File: config.mk
export PLATFORM = sky130hd
export DESIGN_NAME = spi_master_burst
export DESIGN_NICKNAME = d
export VERILOG_FILES = /design/src/rtl/spi_pkg.sv /design/src/rtl/spi_sclk_gen.sv /design/src/rtl/spi_master_burst.sv
export SDC_FILE = /design/constraint.sdc
export NUM_CORES = 1
export LEC_CHECK = 0
export CAP_MARGIN = 25
export CORE_MARGIN = 1
export CORE_UTILIZATION = 54
export DETAILED_ROUTE_END_ITERATION = 16
export PLACE_DENSITY = 0.8
export SLEW_MARGIN = 20
export SYNTH_ARGS = -nofsm -noshare
export SYNTH_HDL_FRONTEND = slang
export SYNTH_SLANG_ARGS = --single-unit
File: constraint.sdc
create_clock -name sys_clk_i -period 2.8 [get_ports sys_clk_i]
set_clock_uncertainty 0.2 [all_clocks]
set_input_delay 0.56 -clock sys_clk_i [delete_from_list [all_inputs] [get_ports sys_clk_i]]
set_output_delay 0.56 -clock sys_clk_i [all_outputs]
set_load 0.1 [all_outputs]
File: src/rtl/spi_pkg.sv
// spi_pkg: shared types and constants for the burst SPI master.
// FSM state encoding, instruction field offsets, mode-0 idle levels.
package spi_pkg;

  typedef enum logic [2:0] {
    ST_IDLE,
    ST_SETUP,
    ST_CMD,
    ST_DATA,
    ST_HOLD
  } state_e;

  // Field offsets counted down from the instruction MSB:
  // R/nW at [CMD_W-1], W1:W0 at [CMD_W-2 -: 2].
  localparam int RNW_OFS  = 1;
  localparam int WCNT_OFS = 2;

  localparam logic SCLK_IDLE = 1'b0;
  localparam logic CS_IDLE   = 1'b1;
  localparam logic MOSI_IDLE = 1'b0;

  // W1:W0 + 1, clamped to the configured burst depth.
  function automatic int nbytes_f(
    input logic [1:0] w,
    input int         max_b
  );
    int n;
    n = int'(w) + 1;
    if (n > max_b) n = max_b;
    return n;
  endfunction

endpackage

File: src/rtl/spi_sclk_gen.sv
// spi_sclk_gen: SCLK divider, CLK_DIV cycles per half-period.
// Ports: sys_clk_i, rst_n_i, en_i in; sclk_o level, rise_o/fall_o ticks out.
module spi_sclk_gen
  import spi_pkg::*;
#(
  parameter int CLK_DIV = 2
) (
  input  logic sys_clk_i,
  input  logic rst_n_i,
  input  logic en_i,
  output logic sclk_o,
  output logic rise_o,
  output logic fall_o
);

  localparam int DW = (CLK_DIV > 1) ? $clog2(CLK_DIV) : 1;

  logic [DW-1:0] div_cnt;
  logic          wrap;

  assign wrap   = en_i && (div_cnt == DW'(CLK_DIV - 1));
  // Ticks mark the sys_clk edge on which sclk_o toggles.
  assign rise_o = wrap && !sclk_o;
  assign fall_o = wrap && sclk_o;

  always_ff @(posedge sys_clk_i or negedge rst_n_i) begin
    if (!rst_n_i) begin
      div_cnt <= '0;
      sclk_o  <= SCLK_IDLE;
    end else if (!en_i) begin
      div_cnt <= '0;
      sclk_o  <= SCLK_IDLE;
    end else if (wrap) begin
      div_cnt <= '0;
      sclk_o  <= ~sclk_o;
    end else begin
      div_cnt <= div_cnt + DW'(1);
    end
  end

endmodule

File: src/rtl/spi_master_burst.sv
// spi_master_burst: mode-0 SPI master, instruction word + 1..MAX_BYTES burst.
// Ports: start_i/cmd_i/wdata_i -> ready_o/done_o/rdata_o; SCLK_O/CS_O/MOSI_O/MISO_I pins.
module spi_master_burst
  import spi_pkg::*;
#(
  parameter int CLK_DIV   = 2,
  parameter int CMD_W     = 16,
  parameter int MAX_BYTES = 4,
  parameter int CS_SETUP  = 2,
  parameter int CS_HOLD   = 2
) (
  input  logic                   sys_clk_i,
  input  logic                   rst_n_i,
  input  logic                   start_i,
  input  logic [CMD_W-1:0]       cmd_i,
  input  logic [8*MAX_BYTES-1:0] wdata_i,
  output logic                   ready_o,
  output logic                   done_o,
  output logic [8*MAX_BYTES-1:0] rdata_o,
  output logic                   SCLK_O,
  output logic                   CS_O,
  output logic                   MOSI_O,
  input  logic                   MISO_I
);

  localparam int DW   = 8 * MAX_BYTES;
  localparam int TW   = CMD_W + DW;
  localparam int BW   = $clog2(TW + 1);
  localparam int CMAX = (CS_SETUP > CS_HOLD) ? CS_SETUP : CS_HOLD;
  localparam int CW   = $clog2(CMAX + 1);

  state_e state, state_d;

  logic [CW-1:0] cyc_cnt;
  logic [BW-1:0] bit_cnt;
  logic [BW-1:0] last_q;
  logic [TW-1:0] sh;
  logic [DW-1:0] rx;
  logic          rnw_q;

  logic          sclk_en;
  logic          rise;
  logic          fall;

  logic          accept;
  logic          to_cmd;
  logic          to_hold;
  logic          finish;

  int            nb;
  logic          rnw_w;
  logic [DW-1:0] tx_al;

  // Write bytes are the low nb bytes of wdata_i; left-align them
  // so the shifter sends them straight after the instruction.
  always_comb begin
    nb    = nbytes_f(cmd_i[CMD_W-WCNT_OFS -: 2], MAX_BYTES);
    rnw_w = cmd_i[CMD_W-RNW_OFS];
    tx_al = '0;
    if (!rnw_w) tx_al = wdata_i << (8 * (MAX_BYTES - nb));
  end

  assign sclk_en = (state == ST_CMD) || (state == ST_DATA);

  spi_sclk_gen #(
    .CLK_DIV (CLK_DIV)
  ) u_sclk (
    .sys_clk_i (sys_clk_i),
    .rst_n_i   (rst_n_i),
    .en_i      (sclk_en),
    .sclk_o    (SCLK_O),
    .rise_o    (rise),
    .fall_o    (fall)
  );

  always_ff @(posedge sys_clk_i or negedge rst_n_i) begin
    if (!rst_n_i) state <= ST_IDLE;
    else          state <= state_d;
  end

  always_comb begin
    state_d = state;
    accept  = 1'b0;
    to_cmd  = 1'b0;
    to_hold = 1'b0;
    finish  = 1'b0;
    unique case (state)
      ST_IDLE: begin
        if (start_i && ready_o) begin
          accept  = 1'b1;
          state_d = ST_SETUP;
        end
      end
      ST_SETUP: begin
        if (cyc_cnt == CW'(CS_SETUP - 1)) begin
          to_cmd  = 1'b1;
          state_d = ST_CMD;
        end
      end
      ST_CMD: begin
        if (fall && bit_cnt == BW'(CMD_W - 1))
          state_d = ST_DATA;
      end
      ST_DATA: begin
        if (fall && bit_cnt == last_q) begin
          to_hold = 1'b1;
          state_d = ST_HOLD;
        end
      end
      ST_HOLD: begin
        if (cyc_cnt == CW'(CS_HOLD - 1)) begin
          finish  = 1'b1;
          state_d = ST_IDLE;
        end
      end
      default: state_d = ST_IDLE;
    endcase
  end

  always_ff @(posedge sys_clk_i or negedge rst_n_i) begin
    if (!rst_n_i) begin
      cyc_cnt <= '0;
      bit_cnt <= '0;
      last_q  <= '0;
      sh      <= '0;
      rx      <= '0;
      rnw_q   <= 1'b0;
      CS_O    <= CS_IDLE;
      MOSI_O  <= MOSI_IDLE;
      ready_o <= 1'b1;
      done_o  <= 1'b0;
      rdata_o <= '0;
    end else begin
      done_o <= 1'b0;

      if (state == ST_SETUP || state == ST_HOLD)
        cyc_cnt <= cyc_cnt + CW'(1);
      else
        cyc_cnt <= '0;

      if (accept) begin
        sh      <= {cmd_i, tx_al};
        rx      <= '0;
        rnw_q   <= rnw_w;
        last_q  <= BW'(CMD_W + 8 * nb - 1);
        bit_cnt <= '0;
        ready_o <= 1'b0;
        CS_O    <= ~CS_IDLE;
      end

      if (to_cmd) MOSI_O <= sh[TW-1];

      // MOSI only moves at the start of a low half; after the
      // last bit it holds until CS_O is released.
      if (fall) begin
        bit_cnt <= bit_cnt + BW'(1);
        sh      <= sh << 1;
        if (!to_hold) MOSI_O <= sh[TW-2];
      end

      if (rise && state == ST_DATA && rnw_q)
        rx <= {rx[DW-2:0], MISO_I};

      if (finish) begin
        CS_O    <= CS_IDLE;
        MOSI_O  <= MOSI_IDLE;
        ready_o <= 1'b1;
        done_o  <= 1'b1;
        if (rnw_q) rdata_o <= rx;
      end
    end
  end

endmodule

==> impl_metrics.csv <==
group,metric,value,unit
status,status,"completed",
floorplanning,die_y,106.5,um
synthesis,synth_adder_area_share,0.8493,%
setup_path,crit_chain,"clkdlybuf4s50_1, inv_1, ha_1, buf_4, or2_2, o22ai_1, a211oi_1, a221o_1",
global_route,grt-ovfl-total,0,
synthesis,syn_inst,502,
synthesis,syn-mean-instance-area,11.74,um^2
detailed_routing,via_per_inst,6.018,
clock_tree,worstSkewPairLatency,0.52,ns
synthesis,syn_area,0.005893,mm^2
clock_tree,path_clk_slew,0.06,ns
detailed_routing,num_vias,4453,
sta,hold_violations,0,
placement,place_congestion,0.9159,
placement,hpwl,8.997,mm
setup_path,cp-start-kind,"input port",
setup_path,crit_type,"in -> reg",
sta,maxSlewViolCount,0,
global_route,grtUsageTotal,25.92,%
synthesis,synth_top_family_by_area,"compound AO/OA/AOI/OAI gates",
pwr,power_density,578.5,mW/mm^2
setup_path,cp_max_fo,12,
sta,rsz0062_at_grt,"false",
sta,max_freq,0.4367,GHz
flow_run,cap_violations,0,
synthesis,synth_area_leaders,"dfrtp_1 56%, mux2_2 6.1%, a22o_1 4.8%",
setup_path,end_kind,"flop",
synthesis,synth.most_common_cell,"dfrtp_1",
floorplanning,fp.coreArea,0.01046,mm^2
clock_tree,h-tree-depth,4,
synthesis,yosys.area.top_type,"dfrtp_1",
synthesis,ys_top_cells_by_count,"132 x dfrtp_1, 70 x nand2_1, 32 x a22o_1, 32 x mux2_2, 31 x nor2_1",
clock_tree,cts_buffers,17,
synthesis,synth_flop_cell,"dfrtp_1",
sta,fin_ws,0.5101,ns
detailed_routing,drc,0,
pwr,leakage,3.594,nW
placement,io_buffer_count,88,
cells_and_area,drive_above_1_share,23.34,%
sta,worst_slew_pin_slew,0.6091,ns
floorplanning,initial_utilization,56.33,%
synthesis,synth_compound_area_share,16.24,%
global_route,first_global_vias,4578,
clock_tree,cts_tree,"done",
synthesis,synthSimpleGateAreaFrac,11.55,%
detailed_routing,avgRoutedWirePerCell,18.14,um
cells_and_area,n_fill_cell,718,
synthesis,synth_nets,558,
synthesis,synth_cell_types,45,
cells_and_area,syn2layout_area_growth,26.92,%
sta,timing.final.crit_share,81.78,%
floorplanning,die_area,0.01133,mm^2
pwr,max-vdd-ir-drop,325.6,uV
global_route,grt_max_degree,45,
synthesis,ys_async_sr_fraction,100.0,%
floorplanning,ioPinCount,89,
synthesis,yosysSeqAreaShare,56.50,%
clock_tree,cts-root-buf,"clkbuf_8",
hold_path,hp-class,"reg -> reg",
setup_path,timing.critical_path.required,3.00,ns
synthesis,yosys_register_bits,133,
detailed_routing,drtAntennaViolNets,0,
clock_tree,cts_sinks,133,
floorplanning,die_x,106.5,um
floorplanning,rows,37,
setup_path,crit_path_top_delay_cell,"clkdlybuf4s50_1",
synthesis,synth-edff-count,0,
sta,period_minus_slack,2.290,ns
cells_and_area,utilization,71.49,%
clock_tree,cts_buffer_depth,2,
clock_tree,cts_resized,0,
synthesis,synth_top_area_share,56.05,%
detailed_routing,first_iter_violations,268,
cells_and_area,antenna_cells,0,
sta,max-slew-margin-rel,59.18,%
detailed_routing,firstDrtPassIters,5,
clock_tree,holdBufCountCts,1,
cells_and_area,final_nets,647,
sta,finalSetupViolations,0,
setup_path,arrival,2.49,ns
synthesis,muxShareOfSynthArea,10.70,%
global_route,antenna_found_initial,0,
synthesis,synth_warnings,0,
global_route,grt_pass1_wl,22.57,mm
placement,post-place-ws,-0.02382,ns
detailed_routing,routed_wl,13.43,mm
synthesis,synth-xor-area-share,1.040,%
setup_path,critPathMaxStageDelay,0.49,ns
pwr,power.total,4.327,mW
clock_tree,cts_setup_buffers,0,
-- per-layer routing --
layer | wire [um] | global-route usage (%) | vias up
met3 | 724 | 5.763 | 17
met4 | 156 | 8.611 | 0
li1 | - | - | 2039
met1 | 5750 | 34.22 | 2248
met2 | 6797 | 42.63 | 149
met5 | 0 | 0 | -
-- cell families (layout without fill, tap and decap cells) --
| group | after synthesis | after routing |
|---|---|---|
| AOI/OAI and AO/OA | 120 | 120 |
| DFF | 133 | 133 |
| xor gates and xnor gates | 7 | 7 |
| muxes | 49 | 49 |
| buffers and inverters | 44 | 146 |
| and+or+nand+nor | 145 | 145 |
| adders and majority gates | 4 | 4 |
-- power by group --
part / switching (mW) / total [mW] / internal [mW]
Sequential: 0 / 1.92 / 1.92
Clock: 0.941 / 2.18 / 1.24
Combinational: 0.110 / 0.227 / 0.117
-- per-stage QoR --
stage	setup TNS [ns]	std cells	hold WS (ns)	cell area [um^2]
2_1_floorplan	0	502	0.06441	5903
3_3_place_gp	0	706	0.2170	6863
3_5_place_dp	-0.02423	706	0.2311	6863
4_1_cts	0	739	0.2400	7468
5_1_grt	0	740	0.2512	7480
6_report	0	740	0.2351	7480
-- final timing paths --
| kind | from | end | slack, ns | cells after the start |
|---|---|---|---|---|
| worst max register to register | cyc_cnt[1] | rdata_o[30] | 0.55 | 7 |
| max in group asynchronous | rst_n_i | rx[12] | 1.36 | 3 |
| min in group asynchronous | rst_n_i | rdata_o[16] | 0.36 | 2 |
| worst max-delay path | cmd_i[13] | sh[16] | 0.51 | 8 |
| worst min-delay path | cyc_cnt[0] | cyc_cnt[0] | 0.24 | 1 |
| worst min register to register | cyc_cnt[0] | cyc_cnt[0] | 0.24 | 1 |
-- area by class of cell --
class	instances	area, um^2	area share [%]
well taps	136	170.2	2.275
clock inverters	15	181.4	2.426
clock buffers	17	414.1	5.537
flip-flops and latches	133	3329	44.51
repair buffers	110	982.2	13.13
inverters	4	15.01	0.2007
multi-input cells	325	2387	31.92
-- cells in the final DEF (no fill, tap or decap), types with 9 or more instances in the layout --
cell type          n
dfrtp_1          132
nand2_1           70
buf_4             56
clkdlybuf4s50_1   50
a22o_1            32
mux2_2            32
nor2_1            30
a221o_1           17
clkbuf_16         16
a22oi_1           14
a31oi_1           12
o21ai_0           10
mux2i_1            9
o22ai_1            9
or3_1              9
-- worst max-delay path, delay by kind of cell --
family	cells	cell delay, ns
buffers and inverters	3	0.74
AO/OA/AOI/OAI	3	0.51
adder cells (fa/ha/maj)	1	0.31
AND/OR/NAND/NOR	1	0.38
-- flip-flops by register name, summed over array words and instances, names as in the netlist --
register,cells
last_q,4
MOSI_O,1
cyc_cnt,2
rnw_q,1
bit_cnt,6
sh,48
state,3
u_sclk.sclk_o,1
rx,32
u_sclk.div_cnt,1
done_o,1
rdata_o,32
CS_O,1
Note: power is estimated with default switching activity, not from simulation.
